### src/rtl/sobel_processing_unit_uc_pkg.sv
// Shared state encodings and sizing helpers for the Sobel processing unit control path.
package sobel_pkg;

  localparam int unsigned ESTADO_W = 4;

  localparam logic [ESTADO_W-1:0] E_INICIAL       = 4'h0;
  localparam logic [ESTADO_W-1:0] E_RECEBE        = 4'h1;
  localparam logic [ESTADO_W-1:0] E_GRAVA         = 4'h2;
  localparam logic [ESTADO_W-1:0] E_CALCULA       = 4'h3;
  localparam logic [ESTADO_W-1:0] E_ESPERA_TX     = 4'h4;
  localparam logic [ESTADO_W-1:0] E_TRANSMITE     = 4'h5;
  localparam logic [ESTADO_W-1:0] E_ESPERA_FIM_TX = 4'h6;
  localparam logic [ESTADO_W-1:0] E_AVANCA        = 4'h7;
  localparam logic [ESTADO_W-1:0] E_ATUALIZA      = 4'h8;
  localparam logic [ESTADO_W-1:0] E_FIM           = 4'h9;
  localparam logic [ESTADO_W-1:0] E_ERRO          = 4'hF;

  typedef enum logic [ESTADO_W-1:0] {
    S_INICIAL       = E_INICIAL,
    S_RECEBE        = E_RECEBE,
    S_GRAVA         = E_GRAVA,
    S_CALCULA       = E_CALCULA,
    S_ESPERA_TX     = E_ESPERA_TX,
    S_TRANSMITE     = E_TRANSMITE,
    S_ESPERA_FIM_TX = E_ESPERA_FIM_TX,
    S_AVANCA        = E_AVANCA,
    S_ATUALIZA      = E_ATUALIZA,
    S_FIM           = E_FIM,
    S_ERRO          = E_ERRO
  } estado_t;

  function automatic int unsigned total_pixels(input int unsigned h, input int unsigned w);
    return h * w;
  endfunction

  // Counter width able to hold 0..m-1, never narrower than one bit.
  function automatic int unsigned cnt_width(input int unsigned m);
    return (m > 1) ? $clog2(m) : 1;
  endfunction

endpackage

### src/rtl/sobel_processing_unit_uc_if.sv
// Handshake bundle between the control unit and the UART/FD side of the Sobel datapath.
interface sobel_processing_unit_uc_if;
  import sobel_pkg::*;

  logic                iniciar;
  logic                rx_valido;
  logic                fim_imagem;
  logic                tx_livre;
  logic                tx_fim;
  logic                rx_pronto;
  logic                calcula;
  logic                tx_pronto;
  logic                tx_partida;
  logic                ocupado;
  logic                pronto;
  logic                erro;
  logic [ESTADO_W-1:0] db_estado;

  modport master (
    input  iniciar, rx_valido, fim_imagem, tx_livre, tx_fim,
    output rx_pronto, calcula, tx_pronto, tx_partida, ocupado, pronto, erro, db_estado
  );

  modport slave (
    output iniciar, rx_valido, fim_imagem, tx_livre, tx_fim,
    input  rx_pronto, calcula, tx_pronto, tx_partida, ocupado, pronto, erro, db_estado
  );

endinterface

### src/rtl/sobel_processing_unit_uc_contador.sv
// Modulo-M up counter with synchronous clear; fim flags the terminal count M-1.
module contador_m
  import sobel_pkg::*;
#(
  parameter int unsigned M = 16
) (
  input  logic                     clock,
  input  logic                     reset,
  input  logic                     zera,
  input  logic                     conta,
  output logic [cnt_width(M)-1:0]  q,
  output logic                     fim
);

  localparam int unsigned W = cnt_width(M);

  assign fim = (q == W'(M - 1));

  always_ff @(posedge clock) begin
    if (reset) begin
      q <= '0;
    end else if (zera) begin
      q <= '0;
    end else if (conta) begin
      q <= fim ? '0 : q + W'(1);
    end
  end

endmodule

### src/rtl/sobel_processing_unit_uc.sv
// Frame sequencer for the Sobel FD: receive all pixels, run the compute pass under a
// watchdog, then stream every result byte out through the UART transmitter.
module sobel_processing_unit_uc
  import sobel_pkg::*;
#(
  parameter int unsigned HEIGHT         = 4,
  parameter int unsigned WIDTH          = 4,
  parameter int unsigned TIMEOUT_CICLOS = 1024
) (
  input logic                         clock,
  input logic                         reset,
  sobel_processing_unit_uc_if.master  bus
);

  localparam int unsigned TOTAL = total_pixels(HEIGHT, WIDTH);
  localparam int unsigned PIX_W = cnt_width(TOTAL);
  localparam int unsigned TO_W  = cnt_width(TIMEOUT_CICLOS);

  estado_t            estado;
  estado_t            proximo;
  logic               zera;
  logic               conta_rx;
  logic               conta_tx;
  logic               conta_to;
  logic               rx_fim;
  logic               tx_fim_cnt;
  logic               to_fim;
  logic [PIX_W-1:0]   cont_rx;
  logic [PIX_W-1:0]   cont_tx;
  logic [TO_W-1:0]    cont_to;
  logic               unused_cont;

  // Counter values are only consumed through their terminal flags.
  assign unused_cont = ^{cont_rx, cont_tx, cont_to};

  assign zera     = ((estado == S_INICIAL) || (estado == S_ERRO)) && bus.iniciar;
  assign conta_rx = (estado == S_GRAVA);
  assign conta_tx = (estado == S_AVANCA);
  assign conta_to = (estado == S_CALCULA);

  contador_m #(.M(TOTAL)) u_cont_rx (
    .clock (clock),
    .reset (reset),
    .zera  (zera),
    .conta (conta_rx),
    .q     (cont_rx),
    .fim   (rx_fim)
  );

  contador_m #(.M(TOTAL)) u_cont_tx (
    .clock (clock),
    .reset (reset),
    .zera  (zera),
    .conta (conta_tx),
    .q     (cont_tx),
    .fim   (tx_fim_cnt)
  );

  contador_m #(.M(TIMEOUT_CICLOS)) u_cont_to (
    .clock (clock),
    .reset (reset),
    .zera  (zera),
    .conta (conta_to),
    .q     (cont_to),
    .fim   (to_fim)
  );

  // Terminal flags are checked before the increment lands, i.e. on the last item.
  always_comb begin
    proximo = estado;
    case (estado)
      S_INICIAL, S_ERRO: if (bus.iniciar)    proximo = S_RECEBE;
      S_RECEBE:          if (bus.rx_valido)  proximo = S_GRAVA;
      S_GRAVA:           proximo = rx_fim ? S_CALCULA : S_RECEBE;
      S_CALCULA: begin
        if (bus.fim_imagem) proximo = S_ESPERA_TX;
        else if (to_fim)    proximo = S_ERRO;
      end
      S_ESPERA_TX:       if (bus.tx_livre)   proximo = S_TRANSMITE;
      S_TRANSMITE:       proximo = S_ESPERA_FIM_TX;
      S_ESPERA_FIM_TX:   if (bus.tx_fim)     proximo = S_AVANCA;
      S_AVANCA:          proximo = tx_fim_cnt ? S_FIM : S_ATUALIZA;
      S_ATUALIZA:        proximo = S_ESPERA_TX;
      S_FIM:             proximo = S_INICIAL;
      default:           proximo = S_INICIAL;
    endcase
  end

  // Moore outputs registered alongside the state, decoded from the state being entered.
  always_ff @(posedge clock) begin
    if (reset) begin
      estado         <= S_INICIAL;
      bus.rx_pronto  <= 1'b0;
      bus.calcula    <= 1'b0;
      bus.tx_pronto  <= 1'b0;
      bus.tx_partida <= 1'b0;
      bus.ocupado    <= 1'b0;
      bus.pronto     <= 1'b0;
      bus.erro       <= 1'b0;
      bus.db_estado  <= E_INICIAL;
    end else begin
      estado         <= proximo;
      bus.rx_pronto  <= (proximo == S_GRAVA);
      bus.calcula    <= (proximo == S_CALCULA);
      bus.tx_pronto  <= (proximo == S_AVANCA);
      bus.tx_partida <= (proximo == S_TRANSMITE);
      bus.ocupado    <= (proximo != S_INICIAL) && (proximo != S_ERRO);
      bus.pronto     <= (proximo == S_FIM);
      bus.erro       <= (proximo == S_ERRO);
      bus.db_estado  <= proximo;
    end
  end

endmodule

### src/flat_wrapper.sv
// flat-port wrapper written by rule: the top's interface ports become plain ports
module sobel_processing_unit_uc_flat import sobel_pkg::*;
#(
  parameter int unsigned HEIGHT         = 4,
  parameter int unsigned WIDTH          = 4,
  parameter int unsigned TIMEOUT_CICLOS = 1024
)
  (clock, reset, bus_iniciar, bus_rx_valido, bus_fim_imagem, bus_tx_livre, bus_tx_fim, bus_rx_pronto, bus_calcula, bus_tx_pronto, bus_tx_partida, bus_ocupado, bus_pronto, bus_erro, bus_db_estado);
  sobel_processing_unit_uc_if bus_i ();
  input logic clock;
  input logic reset;
  input wire logic [$bits(bus_i.iniciar)-1:0] bus_iniciar;
  input wire logic [$bits(bus_i.rx_valido)-1:0] bus_rx_valido;
  input wire logic [$bits(bus_i.fim_imagem)-1:0] bus_fim_imagem;
  input wire logic [$bits(bus_i.tx_livre)-1:0] bus_tx_livre;
  input wire logic [$bits(bus_i.tx_fim)-1:0] bus_tx_fim;
  output wire logic [$bits(bus_i.rx_pronto)-1:0] bus_rx_pronto;
  output wire logic [$bits(bus_i.calcula)-1:0] bus_calcula;
  output wire logic [$bits(bus_i.tx_pronto)-1:0] bus_tx_pronto;
  output wire logic [$bits(bus_i.tx_partida)-1:0] bus_tx_partida;
  output wire logic [$bits(bus_i.ocupado)-1:0] bus_ocupado;
  output wire logic [$bits(bus_i.pronto)-1:0] bus_pronto;
  output wire logic [$bits(bus_i.erro)-1:0] bus_erro;
  output wire logic [$bits(bus_i.db_estado)-1:0] bus_db_estado;
  assign bus_i.iniciar = bus_iniciar;
  assign bus_i.rx_valido = bus_rx_valido;
  assign bus_i.fim_imagem = bus_fim_imagem;
  assign bus_i.tx_livre = bus_tx_livre;
  assign bus_i.tx_fim = bus_tx_fim;
  assign bus_rx_pronto = bus_i.rx_pronto;
  assign bus_calcula = bus_i.calcula;
  assign bus_tx_pronto = bus_i.tx_pronto;
  assign bus_tx_partida = bus_i.tx_partida;
  assign bus_ocupado = bus_i.ocupado;
  assign bus_pronto = bus_i.pronto;
  assign bus_erro = bus_i.erro;
  assign bus_db_estado = bus_i.db_estado;
  sobel_processing_unit_uc #(.HEIGHT(HEIGHT), .WIDTH(WIDTH), .TIMEOUT_CICLOS(TIMEOUT_CICLOS)) u_core (.clock(clock), .reset(reset), .bus(bus_i));
endmodule
### config.mk
export PLATFORM = sky130hd
export DESIGN_NAME = sobel_processing_unit_uc_flat
export DESIGN_NICKNAME = d
export VERILOG_FILES = /design/src/rtl/sobel_processing_unit_uc_pkg.sv /design/src/rtl/sobel_processing_unit_uc_if.sv /design/src/rtl/sobel_processing_unit_uc_contador.sv /design/src/rtl/sobel_processing_unit_uc.sv /design/src/flat_wrapper.sv
export SDC_FILE = /design/constraint.sdc
export NUM_CORES = 1
export LEC_CHECK = 0
export CORE_MARGIN = 1.5
export CORE_UTILIZATION = 25
export CTS_CLUSTER_DIAMETER = 30
export CTS_CLUSTER_SIZE = 28
export DETAILED_ROUTE_END_ITERATION = 8
export DONT_BUFFER_PORTS = 1
export GPL_ROUTABILITY_DRIVEN = 0
export SKIP_CTS_REPAIR_TIMING = 1
export SLEW_MARGIN = 20
export SYNTH_ARGS = -nofsm -noshare
export SYNTH_HDL_FRONTEND = slang
export SYNTH_SLANG_ARGS = --single-unit
### constraint.sdc
create_clock -name clock -period 4.3 [get_ports clock]
set_clock_uncertainty 0.2 [all_clocks]
set_input_delay 0.43 -clock clock [delete_from_list [all_inputs] [get_ports clock]]
set_output_delay 0.43 -clock clock [all_outputs]
set_load 0.01 [all_outputs]
======== Yosys cells after proc, flatten, opt, wreduce, memory -nomap -nowiden ========
Cells that the tools add are included.
operators by class
  add/sub/neg operators ................... 3
  $mul .................................... 0
  div/mod/pow operators ................... 0
  order comparisons ....................... 0
  equal/unequal tests ..................... 19
  shift-type cells ........................ 0
  muxes and demuxes ....................... 12
  bitwise operators ....................... 0
  reduce and logical (&&, ||, !) cells .... 7
operators with widths
  cell                                           number
  case mux 4 bit (9 select lines)                1
  two-way mux 4 bit                              8
  == test 4 x 3 -> 1 bit, second input constant  6
  == test 4 bit, second input constant           6
  == test 4 x 2 -> 1 bit, second input constant  4
  adder 10 x 1 -> 10 bit, second input constant  1
  == test 10 bit, second input constant          1
  two-way mux 10 bit                             1
  adder 4 x 1 -> 4 bit, second input constant    2
  == test 4 x 1 -> 1 bit, second input constant  1
  zero test 4 bit                                1
  != test 4 bit, second input constant           1
  nonzero test 4 bit                             1
  OR reduction 2 bit                             2
  logical AND 1 bit                              2
  two-way mux 2 bit                              1
  logical OR 1 bit                               1
  two-way mux 1 bit                              1
storage, ports and cells
  bits in registers ....................... 29
  latch bits .............................. 0
  bits in writable memories ............... 0
  memory bits (read-only) ................. 0
  input bits .............................. 7
  output and inout bits ................... 11
  word-level logic and storage cells ...... 52
  memories kept ........................... 0

======== Depth between registers and ports, before layout ========
Gate-level depths: netlist of run 1.
  word-level depth ........................ 6
  gate-level depth with buffers ........... 6

======== Modules after synthesis ========
From an unflattened synthesis of run 1, not the netlist that was laid out.
unflattened totals
  cells, all modules ...................... 167
  area, all modules ....................... 1,468.9 um^2
by module, submodules not included
  module                             instances  cells an instance  area each (um^2)
  sobel_processing_unit_uc           1          73                 635.6
  contador_m (u_core.u_cont_to)      1          56                 473.0
  contador_m (u_core.u_cont_rx ...)  2          19                 180.2

======== Worst setup path after synthesis of run 1 ========
OpenSTA, ideal clock, no wires.
  kind .................................... register to register
  start point ............................. register u_core.u_cont_tx.q[0]
  end point ............................... register u_core.bus.ocupado
  arrival time ............................ 1,638 ps
  data required time ...................... 3,984 ps
  path slack .............................. 2,346 ps
  stages on the path, launching flop included .. 7
  period minus slack after synthesis ...... 1,954 ps
  path through ............................ dfxtp_1 > ha_1 > and3_1 > o21ai_0 > o311ai_1 > or3b_1 > o211a_1
between the ends
  longest elaborated chain between the ends .. 5
  elaborated cells between the ends (all ways) .. 6
RTL lines
  element                                                     line                                     source
  start, declared                                             sobel_processing_unit_uc_contador.sv:11  output logic [cnt_width(M)-1:0] q,
  start signal, assigned                                      sobel_processing_unit_uc_contador.sv:25  q <= fim ? '0 : q + W'(1);
  == test 4 bit (*)                                           sobel_processing_unit_uc_contador.sv:17  assign fim = (q == W'(M - 1));
  two-way mux 1 bit (*)                                       sobel_processing_unit_uc.sv:82           S_AVANCA: proximo = tx_fim_cnt ? S_FIM : S_ATUALIZA;
  case mux 4 bit (9 select lines) (*)                         sobel_processing_unit_uc.sv:71           case (estado)
  != test 4 bit / nonzero test 4 bit (equally long branches)  sobel_processing_unit_uc.sv:107          bus.ocupado <= (proximo != S_INICIAL) && (proximo != S_ERRO);
  logical AND 1 bit (*)                                       sobel_processing_unit_uc.sv:107
  end signal, assigned                                        sobel_processing_unit_uc.sv:107
  end, declared                                               sobel_processing_unit_uc_if.sv:21        output rx_pronto, calcula, tx_pronto, tx_partida, ocupado, pronto, erro, db_estado
Mark *: on every way between the ends. The rest lies on a longest branch, timed or not.
A chain may end at the register's enable or synchronous reset.

======== Final worst setup path of run 1 ========
  start point ............................. register u_core.estado[3]
  end point ............................... register u_core.bus.ocupado
between the ends
  longest elaborated chain between the ends .. 5
  elaborated cells between the ends (all ways) .. 21
RTL lines
  element                                                         line                                                            source
  start, declared                                                 sobel_processing_unit_uc.sv:19                                  estado_t estado;
  start signal, assigned                                          sobel_processing_unit_uc.sv:102                                 estado <= proximo;
  == test 4 bit, or another cell as far along                     sobel_processing_unit_uc.sv:71
  OR reduction 2 bit / two-way mux 4 bit (equally long branches)  sobel_processing_unit_uc.sv:71, sobel_processing_unit_uc.sv:76
  case mux 4 bit (9 select lines) (*)                             sobel_processing_unit_uc.sv:71
  != test 4 bit / nonzero test 4 bit (equally long branches)      sobel_processing_unit_uc.sv:107
  logical AND 1 bit (*)                                           sobel_processing_unit_uc.sv:107
Marks and branches as above.

==> results.json, run 1 <==
{
  "slew_viol_final": 0,
  "period_share_pct": 54.38,
  "setup_ws_ns": 1.962,
  "yosys.area.top_type": "dfxtp_1",
  "ff2ff_path_depth": 5,
  "fmax_mhz": 427.7,
  "dp_hpwl_um": 1896,
  "row_count": 27,
  "vdd_drop_max_v": 0.0001859,
  "synthToLayoutAreaGrowth_pct": 13.22,
  "synth_ff_type": "dfxtp_1",
  "grt_pass1_vias": 975,
  "route.detailed.drc": 0,
  "rsz0062_at_grt": "false",
  "min_period_ns": 2.338,
  "async_flop_share_pct": 0,
  "hp-class": "input pin to register",
  "mostFrequentLayoutCells": "29 x dfxtp_1, 19 x nand2_1, 19 x nor2_1",
  "p_total_uw": 642.7,
  "final_antenna_net_count": 0,
  "top_level_ports": 18,
  "synth_cell_types": 45,
  "clk_pin_slew_ns": 0.06,
  "num_vias": 1102,
  "drt-initial-drc-count": 13,
  "htreeDepth": 2,
  "final_nets": 177,
  "clock_sinks": 29,
  "crit_fanout": 16,
  "cp_data_required_time_ns": 4.28,
  "synth_nets": 174,
  "dieHeight_um": 79.36,
  "syn_area_per_cell_um2": 8.888,
  "status": "finished, final reports clean",
  "clockRootBuffer": "clkbuf_8",
  "min_delay_path_depth": 1,
  "die_x_um": 79.36,
  "synth-seq-cells": 29,
  "syn_inst": 164,
  "portBuffers": 0,
  "drv_cap": 0,
  "fin_tns_setup_ns": 0,
  "cts_made_buffers": 5,
  "grtUsageTotal_pct": 9.552,
  "slew_headroom_pct": 57.23,
  "utilization_pct": 29.61,
  "layout_commonest_cell": "dfxtp_1",
  "insertion_delay_ns": 0.28,
  "ys_seq_area_share_pct": 39.83,
  "antenna_cells": 0,
  "post-place-ws_ns": 1.969,
  "wl_per_cell_um": 11.26,
  "cts_tree": "yes",
  "setup_viol": 0,
  "drt_wl_total_um": 2703,
  "synth.area.top_cells": "dfxtp_1 40%, nand2_1 4.9%, nor2_1 4.9%",
  "firstDrtPassIters": 4,
  "stdcell_count": 240,
  "yosysWarnings": 0,
  "dieArea_mm2": 0.006298,
  "worstMarginPinSlew_ns": 0.6315,
  "power_density_mw_per_mm2": 389.5,
  "arrival_ns": 2.32,
  "viasPerCell": 4.592,
  "cts_buffer_depth": 2,
  "critPathCaptureType": "register",
  "synth_edf_count": 0,
  "layout-drive-gt1-share_pct": 12.50,
  "grt_max_degree": 18,
  "synth_top_cell_area_share_pct": 39.83,
  "grt_pass1_wl_um": 4595,
  "placed_cells": 230,
  "initial_utilization_pct": 26.15,
  "leakage_nw": 0.6117,
  "core_area_mm2": 0.005574,
  "antenna_found_initial": 0,
  "netlist_area_mm2": 0.001458,
  "hold_viol_final": 0,
  "crit_type": "register to register",
  "cp-start-kind": "register",
  "grt.overflow.total": 0
}
==> per-layer routing <==
| metal | wire (um) | vias to the layer above | track usage, % |
|---|---|---|---|
| li1 | - | 584 | - |
| met1 | 1316 | 496 | 11.98 |
| met2 | 1214 | 18 | 13.42 |
| met3 | 117 | 4 | 4.023 |
| met4 | 54 | 0 | 5.789 |
| met5 | 0 | - | 0 |
==> flip-flops by register name, indices dropped and copies added (netlist names) <==
register,cells
u_core.estado,4
u_core.bus.pronto,1
u_core.u_cont_rx.q,4
u_core.bus.ocupado,1
u_core.bus.rx_pronto,1
u_core.u_cont_tx.q,4
u_core.bus.calcula,1
u_core.bus.tx_partida,1
u_core.u_cont_to.q,10
u_core.bus.erro,1
u_core.bus.tx_pronto,1
==> cells by family after synthesis <==
family	after synthesis	synth area share, %
and+or+nand+nor	86	34.68
DFF	29	39.83
AOI/OAI and AO/OA	25	12.36
xor gates and xnor gates	10	6.009
buffers and inverters	10	3.862
adders and majority gates	3	2.575
muxes	1	0.6867
==> where the power goes <==
group / internal (mW) / switching (mW) / total, mW
Sequential: 0.276 / 0.0180 / 0.294
Combinational: 0.0265 / 0.0310 / 0.0576
Clock: 0.188 / 0.103 / 0.291
==> synthesized netlist by cell type (4+ instances only) <==
master    instances
nand2b_1          4
xor2_1            8
nand4_1           5
and3_1            6
nor2_1           19
a21oi_1          11
dfxtp_1          29
nor3_1            4
nand2_1          19
o21ai_0           4
==> worst max-delay path, cell delays in order (launching register included) <==
cell and delay [ns]:
dfxtp_1 0.69, and4bb_1 0.39, nand4_2 0.18, a2bb2oi_1 0.45
nand2_1 0.10, o211a_1 0.22
==> final timing paths <==
path	from	endpoint	slack [ns]
setup reg to reg	u_core.estado[3]	u_core.bus.ocupado	1.96
hold / removal	reset	u_core.bus.tx_partida	0.02
hold reg to reg	u_core.u_cont_tx.q[3]	u_core.u_cont_tx.q[3]	0.29
setup / recovery	u_core.estado[3]	u_core.bus.ocupado	1.96
==> cell type report <==
class	instances	area, um^2
sequential	29	580.6
clock buffer	6	82.58
multi-input combinational	125	820.8
timing repair buffer	3	27.53
tap	72	90.09
inverter	3	11.26
clock inverter	2	37.54
fill	584	3924
==> stage by stage <==
stage | hold slack (ns) | instance area, um^2
2_1_floorplan | 0.2537 | 1458
5_1_grt | 0.00004952 | 1650
3_5_place_dp | 0.2852 | 1510
3_3_place_gp | 0.2707 | 1510
4_1_cts | -0.003891 | 1630
6_report | 0.02467 | 1650
(Power assumes the default switching activity.)
==> run 2, diff against run 1 <==
==> constraint.sdc (replaced) <==
create_clock -name clock -period 2.13 [get_ports clock]
set_clock_uncertainty 0.2 [all_clocks]
set_input_delay 0.213 -clock clock [delete_from_list [all_inputs] [get_ports clock]]
set_output_delay 0.213 -clock clock [all_outputs]
set_load 0.01 [all_outputs]
==> results.json, run 2 (same netlist as run 1, synthesis figures left out) <==
{
  "drv_cap": 0,
  "arrival_ns": 1.96,
  "wl_per_cell_um": 11.46,
  "r2r_start": "u_core.u_cont_tx.q[0]",
  "p_total_mw": 1.184,
  "clockRootBuffer": "clkbuf_8",
  "grtUsageTotal_pct": 10.30,
  "hold_viol_final": 0,
  "clkPwrFrac_pct": 37.9,
  "swShare_pct": 25.17,
  "worstMarginPinSlew_ns": 0.5349,
  "pwr-share-seq_pct": 48.7,
  "slew_viol_final": 0,
  "startpoint": "u_core.u_cont_tx.q[0]",
  "power_density_mw_per_mm2": 697.8,
  "die_x_um": 79.36,
  "ff2ff_path_depth": 6,
  "comb_power_share_pct": 13.4,
  "mostFrequentLayoutCells": "29 x dfxtp_1, 19 x nand2_1, 19 x nor2_1",
  "power.switching_uw": 298.0,
  "grt.overflow.total": 0,
  "grt_pass1_wl_um": 4947,
  "dp_hpwl_um": 2113,
  "top_level_ports": 18,
  "final_antenna_net_count": 0,
  "rr_endpoint": "u_core.bus.ocupado",
  "viasPerCell": 4.608,
  "leakage_nw": 0.6571,
  "cp_data_required_time_ns": 2.10,
  "p_int_uw": 886.0,
  "dieHeight_um": 79.36,
  "period_share_pct": 93.56,
  "status": "finished, final reports clean",
  "drt_wl_total_um": 2865,
  "whs_ns": 0.09289,
  "clk_pin_slew_ns": 0.06,
  "htreeDepth": 2,
  "worstHoldStart": "bus_iniciar",
  "final_nets": 188,
  "grt_pass1_vias": 1081,
  "antenna_found_initial": 0,
  "r2r_slack_ns": 0.14,
  "synthToLayoutAreaGrowth_pct": 16.40,
  "portBuffers": 0,
  "placed_cell_area_mm2": 0.001600,
  "initial_utilization_pct": 26.15,
  "layout-drive-gt1-share_pct": 17.42,
  "setup_viol": 0,
  "hp-class": "input pin to register",
  "drt-initial-drc-count": 37,
  "firstDrtPassIters": 4,
  "cts_tree": "yes",
  "cts_buffer_depth": 2,
  "post-place-ws_ns": 0.1152,
  "regMostFlops": "u_core.u_cont_to.q",
  "core_area_mm2": 0.005574,
  "fin_tns_setup_ns": 0,
  "critPathCaptureType": "register",
  "slew_headroom_pct": 64.34,
  "crit_fanout": 5,
  "num_vias": 1152,
  "insertion_delay_ns": 0.28,
  "crit_type": "register to register",
  "vdd_drop_max_v": 0.0003677,
  "rsz0062_at_grt": "false",
  "grt_max_degree": 13,
  "largest_reg_flops": 10,
  "layout_commonest_cell": "dfxtp_1",
  "row_count": 27,
  "min_period_ns": 1.993,
  "antenna_cells": 0,
  "cp-start-kind": "register",
  "setup_ws_ns": 0.1371,
  "fmax_mhz": 501.8,
  "dieArea_mm2": 0.006298,
  "route.detailed.drc": 0,
  "min_delay_path_depth": 4,
  "whs_endpoint": "u_core.estado[3]",
  "clock_sinks": 29,
  "finalInstanceArea_mm2": 0.001697,
  "cts_made_buffers": 5
}
[run 2: cell types whose count changed in the layout (fill, tap and decap cells not counted), sizes merged]
cell | before | now
buf | 1 | 13
clkbuf | 6 | 7
clkinvlp | 1 | 0
bufinv | 1 | 0
dlygate4sd3 | 2 | 1
[run 2: layout make-up]
class,count,area (um^2)
fill,600,3877
multi-input combinational,125,820.8
sequential,29,580.6
timing repair buffer,14,107.6
tap,72,90.09
clock buffer,7,86.33
inverter,3,11.26
[run 2: power groups by stage]
stage	registers [mW]	logic, mW	clock network [mW]
2_1_floorplan	0.586	0.114	0
3_3_place_gp	0.588	0.156	0
3_5_place_dp	0.588	0.157	0
4_1_cts	0.576	0.157	0.470
5_1_grt	0.578	0.176	0.489
6_report	0.576	0.159	0.449
[run 2: worst max-delay path by stage]
stage                      endpoint  slack [ns]
6_report         u_core.bus.ocupado        0.14
5_1_grt        u_core.bus.rx_pronto        0.03
4_1_cts        u_core.bus.rx_pronto         0.1
3_5_place_dp   u_core.bus.rx_pronto        0.12
3_3_place_gp     u_core.bus.ocupado        0.17
2_1_floorplan    u_core.bus.ocupado        0.18
[run 2: critical path: stages, from the launching register on]
cell	delay [ns]
dfxtp_1	0.34
ha_1	0.23
and3_1	0.21
o21ai_1	0.13
o311ai_1	0.14
or3b_1	0.41
o211a_1	0.23
[run 2: metal layers]
layer	GRT usage, %	wire length (um)	share of wire, %	up-vias
met3	3.563	112	3.9	7
li1	-	-	-	606
met2	16.07	1286	45	16
met5	0	0	0	-
met1	12.33	1401	49	523
met4	5.614	65	2.3	0
[run 2: metrics by stage]
step	std cells	utilization, %
after floorplan	164	-
after global placement	242	28.71
after detailed placement	242	28.71
after CTS	249	30.26
after global routing	250	30.44
final	250	30.44
